## src/rtl/seven_seg_scan_decoder.sv

```systemverilog
// Receive side of a multiplexed seven-segment display: samples the active-low
// scan lines, decodes each held digit back to a nibble and flags frames and errors.
module seven_seg_scan_decoder #(
    parameter int unsigned NUM_DIGITS    = 8,
    parameter int unsigned STABLE_CYCLES = 2
) (
    input  logic                    clk_pi,
    input  logic                    rst_n_pi,
    input  logic [6:0]              seg_pi,
    input  logic                    dp_pi,
    input  logic [NUM_DIGITS-1:0]   an_pi,
    input  logic                    error_clr_pi,
    output logic [4*NUM_DIGITS-1:0] num_po,
    output logic [NUM_DIGITS-1:0]   digit_valid_po,
    output logic [NUM_DIGITS-1:0]   dp_po,
    output logic                    frame_done_po,
    output logic                    error_po,
    output logic [1:0]              error_code_po
);

    localparam int unsigned NUM_W      = 4 * NUM_DIGITS;
    localparam int unsigned STABLE_MIN = (STABLE_CYCLES < 1) ? 1 : STABLE_CYCLES;
    localparam int unsigned CNT_W      = $clog2(STABLE_MIN + 1);
    localparam logic [CNT_W-1:0] CNT_MAX = CNT_W'(STABLE_MIN);

    localparam logic [1:0] CODE_SEG   = 2'b01;
    localparam logic [1:0] CODE_MULTI = 2'b10;

    logic [6:0]            seg_s_q, seg_s_d;
    logic                  dp_s_q, dp_s_d;
    logic [NUM_DIGITS-1:0] an_s_q, an_s_d;
    logic [CNT_W-1:0]      dwell_q, dwell_d;
    logic                  fired_q, fired_d;
    logic [NUM_DIGITS-1:0] mask_q, mask_d;
    logic [NUM_W-1:0]      num_q, num_d;
    logic [NUM_DIGITS-1:0] valid_q, valid_d;
    logic [NUM_DIGITS-1:0] dp_q, dp_d;
    logic                  frame_done_q, frame_done_d;
    logic                  error_q, error_d;
    logic [1:0]            code_q, code_d;

    logic                  same_c;
    logic                  idle_in_c;
    logic                  qual_c;
    logic [NUM_DIGITS-1:0] low_c;
    logic                  multi_c;
    logic                  active_c;
    logic [4:0]            dec_c;
    logic                  legal_c;
    logic [NUM_DIGITS-1:0] mask_set_c;
    logic                  new_err_c;
    logic [1:0]            new_code_c;

    // Returns {legal, value}; blank decodes to F.
    function automatic logic [4:0] seg_decode(input logic [6:0] seg);
        logic [4:0] r;
        r = 5'b0_0000;
        case (seg)
            7'b1000000: r = 5'h10;
            7'b1111001: r = 5'h11;
            7'b0100100: r = 5'h12;
            7'b0110000: r = 5'h13;
            7'b0011001: r = 5'h14;
            7'b0010010: r = 5'h15;
            7'b0000010: r = 5'h16;
            7'b1111000: r = 5'h17;
            7'b0000000: r = 5'h18;
            7'b0010000: r = 5'h19;
            7'b0001000: r = 5'h1A;
            7'b0000011: r = 5'h1B;
            7'b1000110: r = 5'h1C;
            7'b0100001: r = 5'h1D;
            7'b0000110: r = 5'h1E;
            7'b1111111: r = 5'h1F;
            default:    r = 5'h00;
        endcase
        return r;
    endfunction

    always_ff @(posedge clk_pi or negedge rst_n_pi) begin
        if (!rst_n_pi) begin
            seg_s_q      <= '1;
            dp_s_q       <= 1'b1;
            an_s_q       <= '1;
            dwell_q      <= '0;
            fired_q      <= 1'b0;
            mask_q       <= '0;
            num_q        <= '1;
            valid_q      <= '0;
            dp_q         <= '0;
            frame_done_q <= 1'b0;
            error_q      <= 1'b0;
            code_q       <= 2'b00;
        end else begin
            seg_s_q      <= seg_s_d;
            dp_s_q       <= dp_s_d;
            an_s_q       <= an_s_d;
            dwell_q      <= dwell_d;
            fired_q      <= fired_d;
            mask_q       <= mask_d;
            num_q        <= num_d;
            valid_q      <= valid_d;
            dp_q         <= dp_d;
            frame_done_q <= frame_done_d;
            error_q      <= error_d;
            code_q       <= code_d;
        end
    end

    always_comb begin
        seg_s_d      = seg_pi;
        dp_s_d       = dp_pi;
        an_s_d       = an_pi;
        dwell_d      = dwell_q;
        fired_d      = fired_q;
        num_d        = num_q;
        valid_d      = valid_q;
        dp_d         = dp_q;
        error_d      = error_q;
        code_d       = code_q;
        mask_set_c   = '0;

        // dwell_q always describes how long the registered sample has been held
        same_c    = (seg_pi == seg_s_q) && (dp_pi == dp_s_q) && (an_pi == an_s_q);
        idle_in_c = &an_pi;
        if (idle_in_c) begin
            dwell_d = '0;
        end else if (!same_c) begin
            dwell_d = CNT_W'(1);
        end else if (dwell_q < CNT_MAX) begin
            dwell_d = dwell_q + CNT_W'(1);
        end

        low_c    = ~an_s_q;
        multi_c  = (low_c & (low_c - NUM_DIGITS'(1))) != '0;
        active_c = (low_c != '0) && !multi_c;
        qual_c   = (dwell_q == CNT_MAX) && !fired_q;
        dec_c    = seg_decode(seg_s_q);
        legal_c  = dec_c[4];

        fired_d = (idle_in_c || !same_c) ? 1'b0 : (fired_q | qual_c);

        for (int unsigned i = 0; i < NUM_DIGITS; i++) begin
            if (qual_c && active_c && low_c[i]) begin
                mask_set_c[i] = 1'b1;
                valid_d[i]    = legal_c;
                if (legal_c) begin
                    num_d[i*4 +: 4] = dec_c[3:0];
                    dp_d[i]         = ~dp_s_q;
                end
            end
        end

        // First error wins; a clear coinciding with a new error keeps the new one
        new_err_c  = qual_c && (multi_c || (active_c && !legal_c));
        new_code_c = multi_c ? CODE_MULTI : CODE_SEG;
        if (new_err_c && (!error_q || error_clr_pi)) begin
            error_d = 1'b1;
            code_d  = new_code_c;
        end else if (error_clr_pi) begin
            error_d = 1'b0;
            code_d  = 2'b00;
        end

        frame_done_d = &mask_q;
        mask_d       = ((&mask_q) ? '0 : mask_q) | mask_set_c;
    end

    assign num_po         = num_q;
    assign digit_valid_po = valid_q;
    assign dp_po          = dp_q;
    assign frame_done_po  = frame_done_q;
    assign error_po       = error_q;
    assign error_code_po  = code_q;

endmodule
```

## config.mk

```make
export PLATFORM = sky130hd
export DESIGN_NAME = seven_seg_scan_decoder
export DESIGN_NICKNAME = d
export VERILOG_FILES = /design/src/rtl/seven_seg_scan_decoder.sv
export SDC_FILE = /design/constraint.sdc
export NUM_CORES = 1
export LEC_CHECK = 0
export CAP_MARGIN = 20
export CELL_PAD_IN_SITES_DETAIL_PLACEMENT = 1
export CELL_PAD_IN_SITES_GLOBAL_PLACEMENT = 1
export CORE_MARGIN = 2
export CORE_UTILIZATION = 30
export DETAILED_ROUTE_END_ITERATION = 8
export HOLD_SLACK_MARGIN = 0.08
export PLACE_DENSITY_LB_ADDON = 0.1
export SLEW_MARGIN = 15
export SYNTH_ARGS = -nofsm -noshare
export SYNTH_HDL_FRONTEND = slang
export SYNTH_SLANG_ARGS = --single-unit
```

## constraint.sdc

```tcl
create_clock -name clk_pi -period 5.4 [get_ports clk_pi]
set_input_delay 1.08 -clock clk_pi [delete_from_list [all_inputs] [get_ports clk_pi]]
set_output_delay 1.08 -clock clk_pi [all_outputs]
set_load 0.03 [all_outputs]
```

==> results of run 1 <==
-- area by class of cell --
type / instances / area, sq um / area share
flip-flops and latches: 79 / 2037 / 0.3953
clock buffers: 9 / 225.2 / 0.04371
well taps: 176 / 220.2 / 0.04274
multi-input cells: 229 / 1733 / 0.3363
inverters: 31 / 116.4 / 0.02258
repair buffers: 71 / 725.7 / 0.1408
clock inverters: 7 / 95.09 / 0.01846
-- stage by stage --
stage / total power, mW / hold WS [ps] / util / instance area (sq um) / setup slack, ps
2_1_floorplan: 0.6712 / 438.4 / - / 4016 / 3228
3_3_place_gp: 0.7115 / 449.5 / 0.3657 / 4805 / 2783
3_5_place_dp: 0.7121 / 455.3 / 0.3657 / 4805 / 2736
4_1_cts: 1.384 / 465.0 / 0.3901 / 5125 / 2736
5_1_grt: 1.419 / 482.9 / 0.3922 / 5152 / 2660
6_report: 1.362 / 461.5 / 0.3922 / 5152 / 2752
-- placed cells by master (no fill, tap or decap), types with 7 or more instances in the layout --
| cell type | n |
|---|---|
| clkdlybuf4s50_1 | 69 |
| dfstp_2 | 48 |
| inv_1 | 31 |
| dfrtp_1 | 31 |
| nand2_1 | 24 |
| xnor2_1 | 17 |
| o21ai_0 | 13 |
| nor2_1 | 13 |
| or4_1 | 11 |
| mux2i_1 | 10 |
| nand4_1 | 9 |
| a21oi_1 | 9 |
| clkbuf_16 | 9 |
| a22o_1 | 8 |
| a21o_1 | 7 |
| nor3_1 | 7 |
-- path summary, 6_finish.rpt --
kind                                   end  slack [ps]  depth (start not counted)       start
worst max-delay path            num_po[10]        2750                          1  num_po[10]
worst min-delay path             num_po[9]         460                          2   num_po[9]
worst max register to register    dp_po[3]        2840                          5  seg_s_q[4]
worst min register to register   num_po[9]         460                          2   num_po[9]
max in group asynchronous       num_po[26]        4130                          2    rst_n_pi
min in group asynchronous         dp_po[1]         630                          1    rst_n_pi
-- kinds of logic (layout without fill, tap and decap cells) --
group                    count (synthesis)  after routing
AND/OR/NAND/NOR                        106            106
adder cells (fa/ha/maj)                  1              1
AO/OA/AOI/OAI                           85             85
multiplexers                            18             18
flip-flops                              79             79
buffers and inverters                   56            118
XOR/XNOR                                19             19
-- flip-flops by register name, indices dropped and copies added (netlist names) --
signal	count
an_s_q	8
digit_valid_po	8
dp_po	8
dp_s_q	1
dwell_q	2
error_code_po	2
error_po	1
fired_q	1
frame_done_po	1
mask_q	8
num_po	32
seg_s_q	7
-- power groups by stage --
stage	sequential [mW]	clock [mW]	combinational, mW
6_report	0.628	0.659	0.0752
5_1_grt	0.631	0.705	0.0833
4_1_cts	0.628	0.681	0.0745
3_5_place_dp	0.638	0	0.0742
3_3_place_gp	0.637	0	0.0741
2_1_floorplan	0.617	0	0.0542
-- layer usage --
metal / part of all wire / track usage
met1: 0.49 / 0.2234
met2: 0.46 / 0.2504
met3: 0.028 / 0.02899
met4: 0.025 / 0.07647
met5: 0 / 0
==> impl_metrics.json, run 1 <==
{
  "synthCells": 364,
  "fin_skew_ps": 8.810,
  "area_growth_syn_to_layout_pct": 28.29,
  "grt_pass1_vias": 3135,
  "required_ps": 4320,
  "pin_count": 71,
  "ys_seq_area_frac": 0.5072,
  "ant_nets": 0,
  "cts.sinks": 79,
  "ir_drop_mv": 0.1309,
  "grt_pass1_wl_microns": 17650,
  "syn_nets": 384,
  "tns_ps": 0,
  "synthMuxAreaShare": 0.04735,
  "cts_tree": "built",
  "path_class": "register to output port",
  "hold_viol_final": 0,
  "drtIter0Drc": 150,
  "worst-slew-pin-transition_ps": 1077,
  "hold_class": "register to register",
  "drc": 0,
  "synth_top_family_by_area": "compound AO/OA/AOI/OAI gates",
  "cp_max_fo": 2,
  "fillers": 1463,
  "synth_warnings": 0,
  "vias": 3016,
  "synthXorXnorAreaFrac": 0.04143,
  "p_sw_frac": 0.2345,
  "fp.dieW_microns": 119.7,
  "cp_top_family": "buffers and inverters",
  "num_rows": 42,
  "ys_types": 69,
  "p_leak_nw": 2.008,
  "fin_cells": 602,
  "htreeDepth": 3,
  "timing.slew.headroom": 0.2820,
  "min_period_ps": 2648,
  "async_reset_ff_frac": 1.000,
  "clkPwrFrac": 0.484,
  "slowest_stage": "clkdlybuf4s50_1",
  "wl_per_cell_microns": 18.24,
  "synth_flop_cell": "dfstp_2",
  "rsz0062_at_grt": "false",
  "cp_num_buf_inv": 1,
  "synth.most_common_cell": "dfstp_2",
  "synth_fa_ha_area_frac": 0.003115,
  "gr-total-overflow": 0,
  "via_per_inst": 5.010,
  "wl_microns": 10980,
  "yosys-top-cells-area": "dfstp_2, dfrtp_1, xnor2_1",
  "synth_area_per_cell_sq_um": 11.03,
  "first_pass_iters": 4,
  "synth_compound_area_frac": 0.1794,
  "switching_power_uw": 319.4,
  "grt_max_degree": 80,
  "cts_buffer_depth": 2,
  "pwr-share-comb": 0.055,
  "num-nets-final": 441,
  "cts_resized": 0,
  "clkLatencyLatePin_ps": 350,
  "clk_pin_slew_worst_paths_ps": 60,
  "drive_gt1_frac": 0.2113,
  "critPathArrivalTime_ps": 1570,
  "die_area_sq_um": 14330,
  "gp_congestion": 0.7794,
  "timing.fmax_mhz": 377.7,
  "grt_use_total": 0.1630,
  "dieHeight_microns": 119.7,
  "p_int_mw": 1.043,
  "io_buffers": 70,
  "clockRootBuffer": "clkbuf_16",
  "cts-buffers-inserted": 9,
  "setup_viol_count_final": 0,
  "endpoint_kind": "output port",
  "outcome": "complete, no violations",
  "power_frac_seq": 0.461,
  "cts_hold_buf": 0,
  "slowest_delay_ps": 670,
  "post-cts-setup-buffers": 0,
  "dp_cells": 585,
  "path_cells": "clkdlybuf4s50_1",
  "synth_edf_count": 0,
  "diodes": 0,
  "ys_ff_latch": 79,
  "initial_utilization": 0.3057,
  "cap_violations": 0,
  "synth_top_area_share": 0.3140,
  "startpoint_type": "register",
  "synth_top_area_cell": "dfstp_2",
  "power_density_nw_per_um2": 264.4,
  "syn_area_sq_um": 4016,
  "antenna_found_initial": 0,
  "dp_hpwl_microns": 7857,
  "layout_worst_path_cycle_share": 0.4903,
  "synthTopCellsByCount": "dfstp_2, dfrtp_1, inv_1",
  "core-area_sq_um": 13140,
  "slew_viol_final": 0,
  "yosys.area_share.simple": 0.1601
}
Power figures use the tool's default switching activity.
==> inputs of run 2 (changes only) <==
==> constraint.sdc (replaced) <==
create_clock -name clk_pi -period 2.15 [get_ports clk_pi]
set_input_delay 0.43 -clock clk_pi [delete_from_list [all_inputs] [get_ports clk_pi]]
set_output_delay 0.43 -clock clk_pi [all_outputs]
set_load 0.03 [all_outputs]
==> run 2 against run 1 <==
Final cell count up 19%; combinational power rose to 5.0 times the previous value; via count up 17%; total power rose to 2.6 times the previous value; highest routed layer unchanged; sequential share of layout area down 7.9 points; clock-buffer cell count unchanged; non-clock buffer count up 116; clock skew down 2.4 ps; worst setup slack worse by 2700 ps; largest power group unchanged.
==> impl_metrics.json, run 2 (synthesis results as in run 1) <==
{
  "grt_max_degree": 33,
  "required_ps": 2430,
  "critPathArrivalTime_ps": 2420,
  "clockRootBuffer": "clkbuf_16",
  "grt_use_met3": 0.04658,
  "drc": 0,
  "cp_max_fo": 6,
  "layout_common_cells": "buf_4, clkdlybuf4s50_1, dfstp_2",
  "fin_skew_ps": 6.458,
  "core-area_sq_um": 13140,
  "timing.rr.end": "num_po[4]",
  "outcome": "complete, no violations",
  "rsz0062_at_grt": "true",
  "worst_hold_startpoint": "num_po[17]",
  "worst-slew-pin-transition_ps": 623.8,
  "fillers": 1428,
  "htreeDepth": 3,
  "grt_pass1_wl_microns": 19680,
  "power_density_nw_per_um2": 540.2,
  "vias": 3520,
  "antenna_found_initial": 0,
  "fp.dieW_microns": 119.7,
  "use_met1": 0.2305,
  "startpoint_type": "register",
  "hold_viol_final": 0,
  "ir_drop_mv": 0.4734,
  "tns_ps": 0,
  "wl_per_cell_microns": 18.08,
  "regToRegSetupSlack_ps": 7,
  "gr-total-overflow": 0,
  "pin_count": 71,
  "area_growth_syn_to_layout_pct": 60.56,
  "power_frac_seq": 0.443,
  "io_buffers": 70,
  "dieHeight_microns": 119.7,
  "die_area_sq_um": 14330,
  "clkLatencyLatePin_ps": 350,
  "drtIter0Drc": 170,
  "grt_use_total": 0.1792,
  "multiInputGateArea_sq_um": 2038,
  "p_int_mw": 2.611,
  "endpoint_kind": "register",
  "final_common_cell": "buf_4",
  "diodes": 0,
  "num_rows": 42,
  "initial_utilization": 0.3057,
  "grt_pass1_vias": 3663,
  "cts.sinks": 79,
  "hold_class": "register to register",
  "whs_path_depth": 2,
  "min_period_ps": 2143,
  "timing.slew.headroom": 0.5803,
  "clk_pin_slew_worst_paths_ps": 60,
  "dp_hpwl_microns": 9035,
  "ant_nets": 0,
  "setup_viol_count_final": 0,
  "cts-buffers-inserted": 9,
  "timing.fmax_mhz": 466.6,
  "p_sw_frac": 0.2503,
  "layout_worst_path_cycle_share": 0.9969,
  "path_class": "register to register",
  "first_pass_iters": 4,
  "gr-usage-met2": 0.3000,
  "ff2ff_path_depth": 7,
  "pwr-share-comb": 0.109,
  "clkPwrFrac": 0.449,
  "min_to": "num_po[17]",
  "drive_gt1_frac": 0.4502,
  "p_leak_nw": 2.616,
  "num-nets-final": 557,
  "regArea_sq_um": 2037,
  "r2r-start": "seg_s_q[4]",
  "cts_tree": "built",
  "largest_register_ffs": 32,
  "post-route-util": 0.4909,
  "slew_viol_final": 0,
  "wl_microns": 12980,
  "switching_power_uw": 872.0,
  "busiest_layer": "met2",
  "gp_congestion": 0.7922,
  "via_per_inst": 4.903,
  "cap_violations": 0,
  "cts_buffer_depth": 2
}
==> run 2: worst max-delay path by stage <==
stage	startpoint	end	slack, ps	cells after the start
floorplan	an_s_q[2]	num_po[20]	3	7
global placement	an_s_q[2]	num_po[17]	-260	6
detailed placement	an_s_q[3]	num_po[17]	-280	6
CTS	seg_s_q[6]	num_po[16]	-5	8
global route	seg_s_q[0]	num_po[4]	-60	7
finish	seg_s_q[4]	num_po[4]	7	7
==> run 2: stage by stage <==
step	instances	worst slack [ps]	hold WS (ps)	cell area [sq um]	power [mW]
after global routing	718	-56.96	486.5	6449	3.634
final	718	6.720	455.7	6449	3.483
after global placement	670	-264.4	399.3	5530	1.865
after floorplan	364	3.400	134.4	4026	1.688
after detailed placement	670	-284.5	401.0	5530	1.871
after CTS	691	-5.222	458.7	5951	3.483
==> run 2: routing by layer <==
layer  vias up  part of all wire
met1      1775              0.44
li1       1678                 -
met5         -                 0
met2        57              0.51
met4         0             0.014
met3        10             0.039
==> run 2: worst max-delay path: stages, from the launching register on <==
cell,delay (ps)
dfstp_2,600
buf_6,140
buf_6,90
and4_4,240
a22oi_2,110
o21a_4,290
a31oi_4,250
mux2_4,330
==> run 2: cell type report <==
cell class / instances / share of cell area
tap: 176 / 0.03415
multi-input combinational: 229 / 0.3161
sequential: 79 / 0.3159
clock inverter: 7 / 0.01222
inverter: 31 / 0.01804
clock buffer: 9 / 0.03492
timing repair buffer: 187 / 0.2687
==> run 2: power by group through the flow <==
stage               clock network [mW]  logic, mW  registers (mW)
finish                            1.56      0.378            1.54
global route                      1.68      0.410            1.54
CTS                               1.62      0.314            1.55
detailed placement                   0      0.299            1.57
global placement                     0      0.297            1.57
floorplan                            0      0.138            1.55
==> run 2: repair_timing <==
action                                  in CTS  in global routing
setup buffers                                4                 27
endpoints found under the setup margin      23                 45
pin swaps                                    0                 21
resized for setup                           19                 59
cloned                                       0                  1
hold buffers                                 1                  0
endpoints found under the hold margin       13                  0
